$ cat src/rtl/hc153_scan_mux_if.sv
// Data/control bundle for hc153_scan_mux: mux inputs, select/mode controls
// and the registered outputs with their step/wrap strobes.
interface hc153_scan_mux_if #(
  parameter int W    = 1,
  parameter int SELW = 2,
  parameter int NCH  = 2
);
  logic [NCH*(2**SELW)*W-1:0] I;
  logic [SELW-1:0]            S;
  logic [NCH-1:0]             EN_N;
  logic                       MODE;
  logic                       HOLD;
  logic [NCH*W-1:0]           Y;
  logic [SELW-1:0]            SEL_Q;
  logic                       STEP;
  logic                       WRAP;

  modport master (output I, S, EN_N, MODE, HOLD, input Y, SEL_Q, STEP, WRAP);
  modport slave  (input I, S, EN_N, MODE, HOLD, output Y, SEL_Q, STEP, WRAP);
endinterface

$ cat src/rtl/hc153_scan_mux.sv
// NCH-channel registered 2**SELW:1 selector with manual / auto-scan select.
// Auto-scan walks the shared index, dwelling DWELL cycles per index; STEP
// and WRAP flag the first output cycle of a freshly advanced index.

// One channel: enable-gated select of one of 2**SELW words.
module hc153_lane #(
  parameter int W    = 1,
  parameter int SELW = 2
) (
  input  logic [(2**SELW)*W-1:0] d,
  input  logic [SELW-1:0]        sel,
  input  logic                   en_n,
  output logic [W-1:0]           y
);
  logic [2**SELW-1:0][W-1:0] dv;
  assign dv = d;

  // Disabled channel outputs zero; otherwise the selected word.
  always_comb begin
    y = '0;
    if (!en_n) y = dv[sel];
  end
endmodule

module hc153_scan_mux #(
  parameter int W     = 1,
  parameter int SELW  = 2,
  parameter int NCH   = 2,
  parameter int DWELL = 1
) (
  input  logic             CLK,
  input  logic             RST,
  hc153_scan_mux_if.slave  bus
);
  localparam int N   = 2**SELW;
  localparam int DCW = (DWELL > 1) ? $clog2(DWELL) : 1;
  localparam logic [DCW-1:0] DLAST = DCW'(DWELL - 1);

  typedef enum logic {MANUAL, SCAN} state_t;

  state_t                   state_q, state_d;
  logic [SELW-1:0]          idx_q, idx_d;
  logic [DCW-1:0]           dcnt_q, dcnt_d;
  logic [NCH-1:0][W-1:0]    y_q, y_d;
  logic [SELW-1:0]          sel_q, sel_d;
  // adv/wrap delayed twice so the strobe lines up with SEL_Q showing the new idx
  logic [1:0]               adv_pipe_q, adv_pipe_d;
  logic [1:0]               wrap_pipe_q, wrap_pipe_d;
  logic [SELW-1:0]          sel_eff;
  logic                     adv, wrap;

  assign sel_eff = (state_q == SCAN) ? idx_q : bus.S;

  for (genvar c = 0; c < NCH; c++) begin : g_lane
    hc153_lane #(.W(W), .SELW(SELW)) u_lane (
      .d    (bus.I[c*N*W +: N*W]),
      .sel  (sel_eff),
      .en_n (bus.EN_N[c]),
      .y    (y_d[c])
    );
  end

  // Mode FSM, dwell counter and scan index advance.
  always_comb begin
    state_d = state_q;
    idx_d   = idx_q;
    dcnt_d  = dcnt_q;
    adv     = 1'b0;
    wrap    = 1'b0;
    case (state_q)
      MANUAL: begin
        if (bus.MODE) begin
          // entry load, not an advance: no strobe
          state_d = SCAN;
          idx_d   = bus.S;
          dcnt_d  = '0;
        end
      end
      SCAN: begin
        if (!bus.MODE) begin
          // exit beats a coinciding dwell expiry
          state_d = MANUAL;
          dcnt_d  = '0;
        end else if (!bus.HOLD) begin
          if (dcnt_q == DLAST) begin
            adv    = 1'b1;
            wrap   = (idx_q == {SELW{1'b1}});
            dcnt_d = '0;
            idx_d  = idx_q + 1'b1;
          end else begin
            dcnt_d = dcnt_q + 1'b1;
          end
        end
      end
      default: state_d = MANUAL;
    endcase
  end

  // Output data, select echo and strobe pipeline next values.
  always_comb begin
    sel_d       = sel_eff;
    adv_pipe_d  = {adv_pipe_q[0], adv};
    wrap_pipe_d = {wrap_pipe_q[0], wrap};
  end

  // State and output registers; synchronous reset clears everything.
  always_ff @(posedge CLK) begin
    if (RST) begin
      state_q     <= MANUAL;
      idx_q       <= '0;
      dcnt_q      <= '0;
      y_q         <= '0;
      sel_q       <= '0;
      adv_pipe_q  <= '0;
      wrap_pipe_q <= '0;
    end else begin
      state_q     <= state_d;
      idx_q       <= idx_d;
      dcnt_q      <= dcnt_d;
      y_q         <= y_d;
      sel_q       <= sel_d;
      adv_pipe_q  <= adv_pipe_d;
      wrap_pipe_q <= wrap_pipe_d;
    end
  end

  assign bus.Y     = y_q;
  assign bus.SEL_Q = sel_q;
  assign bus.STEP  = adv_pipe_q[1];
  assign bus.WRAP  = wrap_pipe_q[1];
endmodule

$ cat src/flat_wrapper.sv
// flat-port wrapper written by rule: the top's interface ports become plain ports
module hc153_scan_mux_flat 
#(
  parameter int W     = 1,
  parameter int SELW  = 2,
  parameter int NCH   = 2,
  parameter int DWELL = 1
)
  (CLK, RST, bus_I, bus_S, bus_EN_N, bus_MODE, bus_HOLD, bus_Y, bus_SEL_Q, bus_STEP, bus_WRAP);
  hc153_scan_mux_if #(.W(W), .SELW(SELW), .NCH(NCH)) bus_i ();
  input  logic CLK;
  input  logic RST;
  input wire logic [$bits(bus_i.I)-1:0] bus_I;
  input wire logic [$bits(bus_i.S)-1:0] bus_S;
  input wire logic [$bits(bus_i.EN_N)-1:0] bus_EN_N;
  input wire logic [$bits(bus_i.MODE)-1:0] bus_MODE;
  input wire logic [$bits(bus_i.HOLD)-1:0] bus_HOLD;
  output wire logic [$bits(bus_i.Y)-1:0] bus_Y;
  output wire logic [$bits(bus_i.SEL_Q)-1:0] bus_SEL_Q;
  output wire logic [$bits(bus_i.STEP)-1:0] bus_STEP;
  output wire logic [$bits(bus_i.WRAP)-1:0] bus_WRAP;
  assign bus_i.I = bus_I;
  assign bus_i.S = bus_S;
  assign bus_i.EN_N = bus_EN_N;
  assign bus_i.MODE = bus_MODE;
  assign bus_i.HOLD = bus_HOLD;
  assign bus_Y = bus_i.Y;
  assign bus_SEL_Q = bus_i.SEL_Q;
  assign bus_STEP = bus_i.STEP;
  assign bus_WRAP = bus_i.WRAP;
  hc153_scan_mux #(.W(W), .SELW(SELW), .NCH(NCH), .DWELL(DWELL)) u_core (.CLK(CLK), .RST(RST), .bus(bus_i));
endmodule
$ cat config.mk
export PLATFORM = sky130hd
export DESIGN_NAME = hc153_scan_mux_flat
export DESIGN_NICKNAME = d
export VERILOG_FILES = /design/src/rtl/hc153_scan_mux_if.sv /design/src/rtl/hc153_scan_mux.sv /design/src/flat_wrapper.sv
export SDC_FILE = /design/constraint.sdc
export NUM_CORES = 1
export LEC_CHECK = 0
export BUFFER_PORTS_ARGS = -buffer_cell sky130_fd_sc_hd__buf_2
export CAP_MARGIN = 20
export CORE_UTILIZATION = 25
export DETAILED_ROUTE_END_ITERATION = 10
export PLACE_DENSITY_LB_ADDON = 0.3
export RECOVER_POWER = 50
export SYNTH_ARGS = -nofsm -noshare
export SYNTH_HDL_FRONTEND = slang
export SYNTH_SLANG_ARGS = --single-unit
$ cat constraint.sdc
create_clock -name CLK -period 1.6 [get_ports CLK]
set_input_delay 0.08 -clock CLK [delete_from_list [all_inputs] [get_ports CLK]]
set_output_delay 0.08 -clock CLK [all_outputs]
set_load 0.03 [all_outputs]
# ---- Word-level counts from Yosys, hierarchy flattened
# Index checks and enable logic that the tools add are counted.
dict set report word_totals {
  reg_bits 12
  latch_bits 0
  mem_bits_rw 0
  romBits 0
  inputBits 16
  out_inout_bits 6
  word_cells 44
  memories 0
}
dict set report classes {
  n_addsub 2
  multipliers 0
  div_mod_pow 0
  order_cmp 1
  n_eq_ne 6
  n_shift 0
  muxes 17
  bitwise_logic 2
  n_reduce_logical 6
}
# cell n
set op_table {}
lappend op_table {{$mux W2} 5}
lappend op_table {{$mux W1} 8}
lappend op_table {{$ne A2 B2 Y1 const B} 4}
lappend op_table {{$reduce_or A5 Y1} 1}
lappend op_table {{$bmux W1 S2} 2}
lappend op_table {{$pmux W2 S2} 1}
lappend op_table {{$reduce_and A4 Y1} 1}
lappend op_table {{$reduce_or A2 Y1} 2}
lappend op_table {{$reduce_or A4 Y1} 1}
lappend op_table {{$lt A2 B3 Y1 const B} 1}
lappend op_table {{$ne A3 B3 Y1 const B} 1}
lappend op_table {{$add A2 B1 Y2 const B} 1}
lappend op_table {{$eq A2 B2 Y1 const B} 1}
lappend op_table {{$not A1 Y1} 2}
lappend op_table {{$pmux W1 S2} 1}
lappend op_table {{$reduce_and A2 Y1} 1}
lappend op_table {{$add A1 B1 Y1 const B} 1}

# ---- Logic depth before layout (Yosys ltp)
dict set report logic_depth {
  word_depth 5
  depth_mapped 5
  ltp_nobuf 4
}

# ---- Hierarchy
# Synthesis repeated with hierarchy kept, for this count alone.
dict set report unflattened {
  hier_cells 38
  area_unflattened_um2 454.2
}
# mod n_inst cells_each area_each_um2 seq_area_each_um2
set by_module_without_submodules {}
lappend by_module_without_submodules {hc153_scan_mux 1 34 381.6 220.2}
lappend by_module_without_submodules {hc153_lane 2 2 36.3 0.0}

# ---- Worst setup path before layout
# Ideal clock, no wire load.
dict set report synth_timing {
  path_kind {register -> register}
  from {register u_core.idx_q[1]}
  to {register u_core.y_q, in the netlist u_core.bus.Y[0]}
  setup_ps 69
  arrival_ps 1101
  t_required_ps 1531
  path_slack_ps 430
  stages_incl_launch_ff 5
  n_path_buf 0
  period_less_slack_ps 1170
  path_cell_list {dfxtp_1 nand2b_1 a21oi_1 or4_1 o21ai_1}
}
dict set report synth_between {
  elab_chain_len 3
}
# element line
set synth_lines {}
lappend synth_lines {{start, declared} hc153_scan_mux.sv:42} ;# logic [SELW-1:0] idx_q, idx_d;
lappend synth_lines {{start signal, assigned} hc153_scan_mux.sv:118} ;# idx_q <= idx_d;
lappend synth_lines {{$mux W2} hc153_scan_mux.sv:52} ;# assign sel_eff = (state_q == SCAN) ? idx_q : bus.S;
lappend synth_lines {{$bmux W1 S2} hc153_scan_mux.sv:21} ;# if (!en_n) y = dv[sel];
lappend synth_lines {{$mux W1 (not written as such)} hc153_scan_mux.sv:21}
lappend synth_lines {{end signal, assigned} hc153_scan_mux.sv:120} ;# y_q <= y_d;
lappend synth_lines {{end, declared} hc153_scan_mux.sv:44} ;# logic [NCH-1:0][W-1:0] y_q, y_d;
# No other way between the ends. The select of a mux whose other input is x is not followed.
# A chain may end at the register's enable or synchronous reset.

# ---- Worst setup path in the final report
dict set report layout_timing {
  from {register u_core.state_q}
  to {register u_core.y_q, in the netlist u_core.bus.Y[1]}
}
dict set report layout_between {
  elab_chain_len 3
}
# element line
set layout_lines {}
lappend layout_lines {{start, declared} hc153_scan_mux.sv:41} ;# state_t state_q, state_d;
lappend layout_lines {{start signal, assigned} hc153_scan_mux.sv:117} ;# state_q <= state_d;
lappend layout_lines {{$mux W2} hc153_scan_mux.sv:52}
lappend layout_lines {{$bmux W1 S2} hc153_scan_mux.sv:21}
lappend layout_lines {{$mux W1 (not written as such)} hc153_scan_mux.sv:21}
# No other way between the ends. The select of a mux whose other input is x is not followed.

==> run_results.csv <==
group,metric,value,unit
yosys,yosysWarningCount,0,
drt,wl_per_cell,9.58,microns
sta,rsz0062_at_grt,"false",
place,dp_hpwl,806,microns
setup_path,cp-start-kind,"flop",
die,die_h,46.1,microns
setup_path,cp_slowest_cell,"dfxtp_1",
drt,drc,0,
setup_path,cp_slowest_stage_delay,0.58,ns
place,gp_congestion,0.756,
setup_path,crit_chain,"a211oi_1 -> or4_1 -> o21ai_0",
yosys,avgSynthCellArea,8.37,sq um
clocking,hold_buffers,0,
sta,drv_slew,0,
sta,fin_crit_sh,0.843,
global_route,grt_max_degree,15,
global_route,grt_pass1_wl,1520,microns
clocking,htree_levels,1,
yosys,synth_area,485,sq um
sta,fmax,0.741,GHz
clocking,clk-insertion-delay-late,0.27,ns
sta,setup-tns-final,0,ns
clocking,cts_repair_resize_count,0,
sta,hold_viol_final,0,
global_route,antenna_found_initial,0,
setup_path,worstSetupPathType,"flop to flop",
clocking,cts_setup_buffers,0,
cells_and_area,fillCellCount,197,
status,status,"finished clean",
setup_path,required,1.79,ns
die,core,1760,sq um
power_and_ir_drop,p_leak,0.259,nW
sta,setup_viol,0,
die,die_w,46.1,microns
clocking,path_clk_slew,0.07,ns
global_route,grt_pass1_vias,396,
die,dieArea,2120,sq um
sta,skew,0.00807,ns
die,ios,22,
die,rows,15,
drt,wirelength,1020,microns
yosys,synth_cell_types,19,
global_route,overflow,0,
place,portBuffers,21,
drt,drtIter0Drc,2,
drt,antenna_left,0,
clocking,clockRootBuffer,"clkbuf_4",
setup_path,arrival,1.54,ns
clocking,cts_tree,"done",
sta,tightest_slew,0.431,ns
flow_run,cap_violations,0,
power_and_ir_drop,ir_drop,0.000562,V
drt,vias,476,
sta,timing.final.ws_setup,0.251,ns
die,start_util,0.275,
setup_path,cp-end-kind,"flop",
sta,max_slew_margin,0.713,
yosys,netlist_instances,58,
cells_and_area,drive_above_1_share,0.222,
power_and_ir_drop,p_per_area,911,nW/um^2
drt,via_per_inst,4.49,
yosys,yosysSeqAreaShare,0.454,
yosys,ys_seq_elements,11,
clocking,clock_path_buffers,2,
clocking,cts.sink_count,11,
cells_and_area,nNetsFinal,99,
place,pre_cts_ws,0.293,ns
sta,post-route-min-period,1.35,ns
clocking,cts_made_buffers,3,
setup_path,path_max_fanout,14,
yosys,syn_nets,75,
global_route,track_usage,0.101,
min_path,min_path_type,"input port to flop",
cells_and_area,antenna_cells,0,
drt,firstDrtPassIters,3,
cells_and_area,syn2layout_area_growth,29.9,%
[state kept, by name, indices dropped and copies added (netlist names)]
register,flops
u_core.state_q,1
u_core.bus.SEL_Q,2
u_core.bus.Y,2
u_core.adv_pipe_q,2
u_core.idx_q,2
u_core.wrap_pipe_q,2
[synth_stat cells (all sizes together)]
cell type | instances | area [sq um]
dfxtp | 11 | 220
nand2 | 7 | 26.3
a21oi | 6 | 30.0
nor2 | 5 | 18.8
nor2b | 5 | 31.3
a211oi | 3 | 22.5
o21ai | 3 | 15.0
a32oi | 2 | 17.5
buf | 2 | 10.0
inv | 2 | 7.51
nand2b | 2 | 12.5
nand4 | 2 | 12.5
o22ai | 2 | 12.5
or4 | 2 | 15.0
a22oi | 1 | 7.51
and2 | 1 | 6.26
ha | 1 | 12.5
o21a | 1 | 7.51
[cell families after synthesis]
family	count (synthesis)	synth area share
AOI/OAI and AO/OA	18	0.232
adders and majority gates	1	0.0258
buffers and inverters	4	0.0361
DFF	11	0.454
and+or+nand+nor	24	0.253
[per-stage QoR]
step / power (mW) / instances / cell area (sq um) / hold WS [ns] / util
2_1_floorplan: 0.360 / 58 / 485 / 0.159 / -
3_3_place_gp: 0.397 / 102 / 612 / 0.320 / 0.347
3_5_place_dp: 0.398 / 102 / 612 / 0.318 / 0.347
4_1_cts: 0.578 / 106 / 638 / 0.0425 / 0.362
5_1_grt: 0.606 / 106 / 631 / 0.0525 / 0.357
6_report: 0.575 / 106 / 631 / 0.0426 / 0.357
[final timing paths]
path                          from                    end  slack [ns]  cells past startpoint
min reg2reg  u_core.wrap_pipe_q[0]  u_core.wrap_pipe_q[1]        0.45                      1
max reg2reg         u_core.state_q        u_core.bus.Y[1]        0.25                      3
min                       bus_MODE        u_core.idx_q[1]        0.04                      2
max                 u_core.state_q        u_core.bus.Y[1]        0.25                      3
[critical path: cells and delay by family (launching register included)]
kind            cells  cell delay, ns
simple gates        1            0.47
compound gates      2            0.23
flops               1            0.58
[area by class of cell]
type	count	area, sq um	area share
Sequential cell	11	220	0.349
Tap cell	25	31.3	0.0496
Timing Repair Buffer	21	97.6	0.155
Multi-Input combinational cell	43	248	0.393
Inverter	2	7.51	0.0119
Clock buffer	4	26.3	0.0417
[report_power, final]
part / total (mW) / internal, mW / switching [mW] / leakage (nW)
clock network: 0.185 / 0.0963 / 0.0884 / 0.0150
logic: 0.0915 / 0.0381 / 0.0534 / 0.154
registers: 0.298 / 0.286 / 0.0122 / 0.0902
total: 0.575 / 0.421 / 0.154 / 0.259
[routing by layer]
layer | GRT usage | part of all wire | vias to the layer above
met3 | 0.0588 | 0.069 | 0
met1 | 0.116 | 0.45 | 210
met5 | 0 | 0 | -
met4 | 0 | 0 | 0
met2 | 0.172 | 0.48 | 12
li1 | - | - | 254
[placed cells by master, fill, tap and decap left out]
cell type	count
a211oi_1	3
a21oi_1	6
a22oi_1	1
a32oi_1	2
and2_1	1
buf_2	15
clkbuf_1	7
clkbuf_4	3
dfxtp_1	11
ha_1	1
inv_1	2
nand2_1	7
nand2b_1	2
nand4_1	2
nor2_1	5
nor2b_1	5
o21a_1	1
o21ai_0	2
o21ai_1	1
o22ai_1	2
or4_1	2
Note: power is estimated with default switching activity, not from simulation.
